==> src/rtl/prog_mem.sv <==
// Program memory with a pipelined read port and a burst-load write port.
// Ports: clk/rst; read: rd_en, rd_addr -> rd_data, rd_valid (READ_LAT cycles);
//        load: ld_start, ld_base, ld_len, ld_valid/ld_data/ld_ready, busy, ld_done, ld_err.
module prog_mem #(
  parameter int                DATA_W   = 16,
  parameter int                ADDR_W   = 16,
  parameter int                DEPTH    = 256,
  parameter int                READ_LAT = 1,
  parameter logic [DATA_W-1:0] FILL     = '0
) (
  input  logic              clk,
  input  logic              rst,
  input  logic              rd_en,
  input  logic [ADDR_W-1:0] rd_addr,
  output logic [DATA_W-1:0] rd_data,
  output logic              rd_valid,
  input  logic              ld_start,
  input  logic [ADDR_W-1:0] ld_base,
  input  logic [ADDR_W-1:0] ld_len,
  input  logic              ld_valid,
  input  logic [DATA_W-1:0] ld_data,
  output logic              ld_ready,
  output logic              busy,
  output logic              ld_done,
  output logic              ld_err
);

  localparam int IDX_W = (DEPTH > 1) ? $clog2(DEPTH) : 1;
  // One extra bit so DEPTH == 2^ADDR_W is representable.
  localparam logic [ADDR_W:0] DEPTH_W = (ADDR_W+1)'(DEPTH);

  typedef enum logic [1:0] {IDLE, LOAD, DONE} state_e;

  function automatic logic in_range(input logic [ADDR_W-1:0] a);
    return {1'b0, a} < DEPTH_W;
  endfunction

  // Contents are not reset; they come up as FILL and survive rst.
  logic [DATA_W-1:0] mem_q [DEPTH] = '{default: FILL};

  state_e            state_q, state_d;
  logic [ADDR_W-1:0] ptr_q, ptr_d;
  logic [ADDR_W-1:0] cnt_q, cnt_d;
  logic              err_q, err_d;

  logic              s1_vld_q;
  logic [DATA_W-1:0] s1_dat_q;
  logic              rd_valid_q;
  logic [DATA_W-1:0] rd_data_q;
  logic [DATA_W-1:0] rd_word;
  logic              xfer;

  // Array is sampled before the same-edge write lands, so a colliding
  // read returns the old word.
  assign rd_word = in_range(rd_addr) ? mem_q[rd_addr[IDX_W-1:0]] : FILL;
  assign xfer    = ld_valid && (state_q == LOAD);

  always_ff @(posedge clk or posedge rst) begin
    if (rst) begin
      s1_vld_q   <= 1'b0;
      s1_dat_q   <= '0;
      rd_valid_q <= 1'b0;
      rd_data_q  <= '0;
    end else if (READ_LAT == 2) begin
      s1_vld_q   <= rd_en;
      if (rd_en) s1_dat_q <= rd_word;
      rd_valid_q <= s1_vld_q;
      if (s1_vld_q) rd_data_q <= s1_dat_q;
    end else begin
      s1_vld_q   <= 1'b0;
      rd_valid_q <= rd_en;
      if (rd_en) rd_data_q <= rd_word;
    end
  end

  // Out-of-range transfers are still handshaked; only the write is dropped.
  always_ff @(posedge clk) begin
    if (xfer && in_range(ptr_q)) mem_q[ptr_q[IDX_W-1:0]] <= ld_data;
  end

  always_ff @(posedge clk or posedge rst) begin
    if (rst) begin
      state_q <= IDLE;
      ptr_q   <= '0;
      cnt_q   <= '0;
      err_q   <= 1'b0;
    end else begin
      state_q <= state_d;
      ptr_q   <= ptr_d;
      cnt_q   <= cnt_d;
      err_q   <= err_d;
    end
  end

  always_comb begin
    state_d = state_q;
    ptr_d   = ptr_q;
    cnt_d   = cnt_q;
    err_d   = err_q;
    case (state_q)
      IDLE: begin
        if (ld_start) begin
          err_d = 1'b0;
          if (ld_len != '0) begin
            state_d = LOAD;
            ptr_d   = ld_base;
            cnt_d   = ld_len;
          end else begin
            state_d = DONE;
          end
        end
      end
      LOAD: begin
        if (ld_valid) begin
          if (!in_range(ptr_q)) err_d = 1'b1;
          ptr_d = ptr_q + 1'b1;
          cnt_d = cnt_q - 1'b1;
          if (cnt_q == ADDR_W'(1)) state_d = DONE;
        end
      end
      DONE:    state_d = IDLE;
      default: state_d = IDLE;
    endcase
  end

  assign rd_data  = rd_data_q;
  assign rd_valid = rd_valid_q;
  assign ld_ready = (state_q == LOAD);
  assign busy     = (state_q != IDLE);
  assign ld_done  = (state_q == DONE);
  assign ld_err   = err_q;

endmodule

==> config.mk <==
export PLATFORM = sky130hd
export DESIGN_NAME = prog_mem
export DESIGN_NICKNAME = d
export VERILOG_FILES = /design/src/rtl/prog_mem.sv
export SDC_FILE = /design/constraint.sdc
export NUM_CORES = 2
export LEC_CHECK = 0
export ABC_AREA = 1
export BUFFER_PORTS_ARGS = -buffer_cell sky130_fd_sc_hd__buf_2
export CAP_MARGIN = 20
export CORE_ASPECT_RATIO = 1.2
export CORE_MARGIN = 2
export CORE_UTILIZATION = 30
export CTS_CLUSTER_DIAMETER = 120
export DETAILED_ROUTE_END_ITERATION = 16
export HOLD_SLACK_MARGIN = 0.02
export MAX_ROUTING_LAYER = met4
export SETUP_SLACK_MARGIN = 0.2
export SLEW_MARGIN = 20
export SYNTH_ARGS = -nofsm -noshare
export SYNTH_HDL_FRONTEND = slang
export SYNTH_SLANG_ARGS = --single-unit
==> constraint.sdc <==
create_clock -name clk -period 3.8 [get_ports clk]
set_input_delay 0 -clock clk [delete_from_list [all_inputs] [get_ports clk]]
set_output_delay 0 -clock clk [all_outputs]
set_load 0.02 [all_outputs]
==> results.cfg <==
[status]
status = finished clean

[global_routing]
grt_pass1_wl_um = 737900
antenna_found_initial = 23
grt_remaining_overflow = 0
grt_pass1_vias = 106000
track_usage = 0.1784
grt_max_degree = 167

[detailed_routing]
wl_per_cell_um = 23.00
drtIter0Drc = 13310
ant_nets = 0
drc = 0
firstDrtPassIters = 8
vias = 111900
route.final.wire_length_um = 508800
via_per_inst = 5.057

[placed_design]
placed_cells = 21310
dpl_worst_slack_ps = 249.2
port-buffer-count = 89
place_hpwl_um = 299500
placed_area_mm2 = 0.1801
place.gp.congestion = 0.8618

[floorplanning]
die_x_um = 688.3
die-area_mm2 = 0.5680
start_util = 0.3011
fp-row-count = 301
io_pins = 90
die_h_um = 825.2
coreArea_mm2 = 0.5600

[pwr]
power_mw = 98.87
power.leakage_nw = 67.47
power_density_mw_per_mm2 = 510.6
peakVddDrop_mv = 0.4465

[sta]
max_freq_mhz = 290.8
fin_skew_ps = 99.12
period_minus_slack_ps = 3438
fin_hold_ws_ps = 63.87
rsz0062_at_grt = false
hold_viol = 0
setup_viol = 0
slew_headroom = 0.2156
drv_slew = 0
setup_ws_ps = 361.7
worst_slew_pin_slew_ps = 1177
tns_ps = 0
post-route-period-util = 0.9048

[cts]
tritoncts = built
post_cts_buffers = 0
cts_buffers = 383
path_clk_slew_ps = 70
root_buffer = clkbuf_16
clock_latency_ps = 1010
clock_path_buffers = 4
numClockSinks = 4148
htreeDepth = 5

[yosys]
yosysMostFrequentCell = nand2_1
synth_simple_gate_area_share = 0.2264
synth.largest_area_cell = edfxtp_1
synthXorXnorAreaFrac = 0.0004156
yosys.area.top_type_share = 0.7295
async_reset_ff_frac = 0.01254
synth-compound-area-share = 0.002924
syn_nets = 14150
synth_area_leaders = edfxtp_1 73%, nand3_1 12%, nand2_1 10%
yosysWarnings = 0
yosysSeqAreaShare = 0.7372
synth_mux_area_frac = 0.00005937
syn_inst = 14070
avgSynthCellArea_um2 = 11.98
synth_area_mm2 = 0.1686
synth_top_family_by_area = simple AND/OR/NAND/NOR gates
synthAdderAreaFrac = 0.0004453
synth_top_cells_by_count = 4582 x nand2_1, 4096 x edfxtp_1, 3910 x nand3_1
synth_edf_count = 4096
synth_flop_cell = edfxtp_1
synth-seq-cells = 4148
synthDistinctLibCells = 45

[worst_setup_path]
cp-end-kind = flop
startpoint = ptr_q[6]
r2r_slack_ps = 360
crit_path_end = ptr_q[15]
reg2reg_from = ptr_q[6]
worstSetupPathType = reg2reg
reg2reg_depth = 9
rr_endpoint = ptr_q[15]
cp_max_fo = 8
path_cells = inv_1, nor2_2, inv_1, o21ai_0, nand3_1, o211ai_1, dlygate4sd3_1, o21ai_0, dlygate4sd3_1
crit_slowest_cell = dfrtp_1
cpPeakStageDelay_ps = 750
crit_required_ps = 4680
arrival_ps = 4320
cp-start-kind = flop

[run]
cap_violations = 0

[layout]
multiInputGateArea_mm2 = 0.03899
layout.nets = 14460
instances_no_fill = 22120
area_growth_pct = 14.85
nFillCells = 54190
regArea_mm2 = 0.1243
fin_util = 0.3458
drive_gt1_frac = 0.09313
design_area_mm2 = 0.1936

[hold_path]
hp-class = in2reg
hold_start = ld_data[4]
-- final cells by class --
class                           instances  area share
Antenna cell                           10   0.0001292
Clock buffer                          468     0.05286
Clock inverter                        224     0.01125
Inverter                               53    0.001376
Multi-Input combinational cell       8921      0.2013
Sequential cell                      4148      0.6419
Tap cell                             7423     0.04796
Timing Repair Buffer                  875     0.04317
-- worst min-delay path by stage --
stage	depth (start not counted)	slack, ps	end
after floorplan	0	30	rd_valid
after global placement	2	120	cnt_q[6]
after detailed placement	2	130	cnt_q[6]
after CTS	2	20	mem_q[234][4]
after global routing	2	60	mem_q[235][4]
final	2	60	mem_q[234][4]
-- critical path, delay by kind of cell, from the launching register on --
kind	cells	cell delay, ps
compound gates	3	380
simple gates	2	470
buf+inv	4	1710
flops	1	750
-- cell usage in the layout (no fill, tap or decap), types with 8 or more instances in the layout --
| master | instances |
|---|---|
| nand2_1 | 4574 |
| edfxtp_1 | 4096 |
| nand3_1 | 3903 |
| buf_4 | 556 |
| clkbuf_16 | 393 |
| nor2_1 | 287 |
| buf_12 | 123 |
| dlygate4sd3_1 | 109 |
| clkinv_1 | 84 |
| buf_2 | 67 |
| clkbuf_1 | 63 |
| clkinv_2 | 63 |
| dfrtp_1 | 51 |
| o21ai_0 | 39 |
| inv_1 | 38 |
| bufinv_16 | 38 |
| clkinvlp_4 | 20 |
| buf_8 | 19 |
| a21oi_1 | 14 |
| clkbuf_8 | 12 |
| diode_2 | 10 |
| o22ai_1 | 10 |
| nor3_2 | 9 |
| nor3_1 | 8 |
| nand3_4 | 8 |
-- power breakdown --
group	total, mW	switching [mW]	internal (mW)	leakage (nW)
combinational	9.25	6.90	2.35	24.0
clock	38.9	17.2	21.8	6.04
sequential	50.7	0.266	50.4	37.4
-- registers in the layout, indices dropped and copies added (netlist names) --
register,count
mem_q,4096
rd_valid,1
state_q,2
ld_err,1
rd_data,16
cnt_q,16
ptr_q,16
-- layer usage --
metal  up-vias  track usage  part of all wire
met3       923      0.02178             0.074
met2      4809       0.2921              0.49
met1     55550       0.2223              0.39
met5         -            -                 0
li1      50590            -                 -
met4         0      0.07867             0.049
-- kinds of logic (layout without fill, tap and decap cells) --
logic type	after synthesis	count (layout)
DFF	4148	4148
and+or+nand+nor	8821	8821
adders and majority gates	6	6
xor gates and xnor gates	8	8
AOI/OAI and AO/OA	85	85
muxes	1	1
other	0	10
buffers and inverters	1005	1620
-- timing repair --
action / 4_1_cts / 5_1_grt
resized for setup: 0 / 2
endpoints found under the hold margin: 3671 / 0
setup endpoints to repair: 0 / 1
hold buffers: 109 / 0
Note: power is estimated with default switching activity, not from simulation.
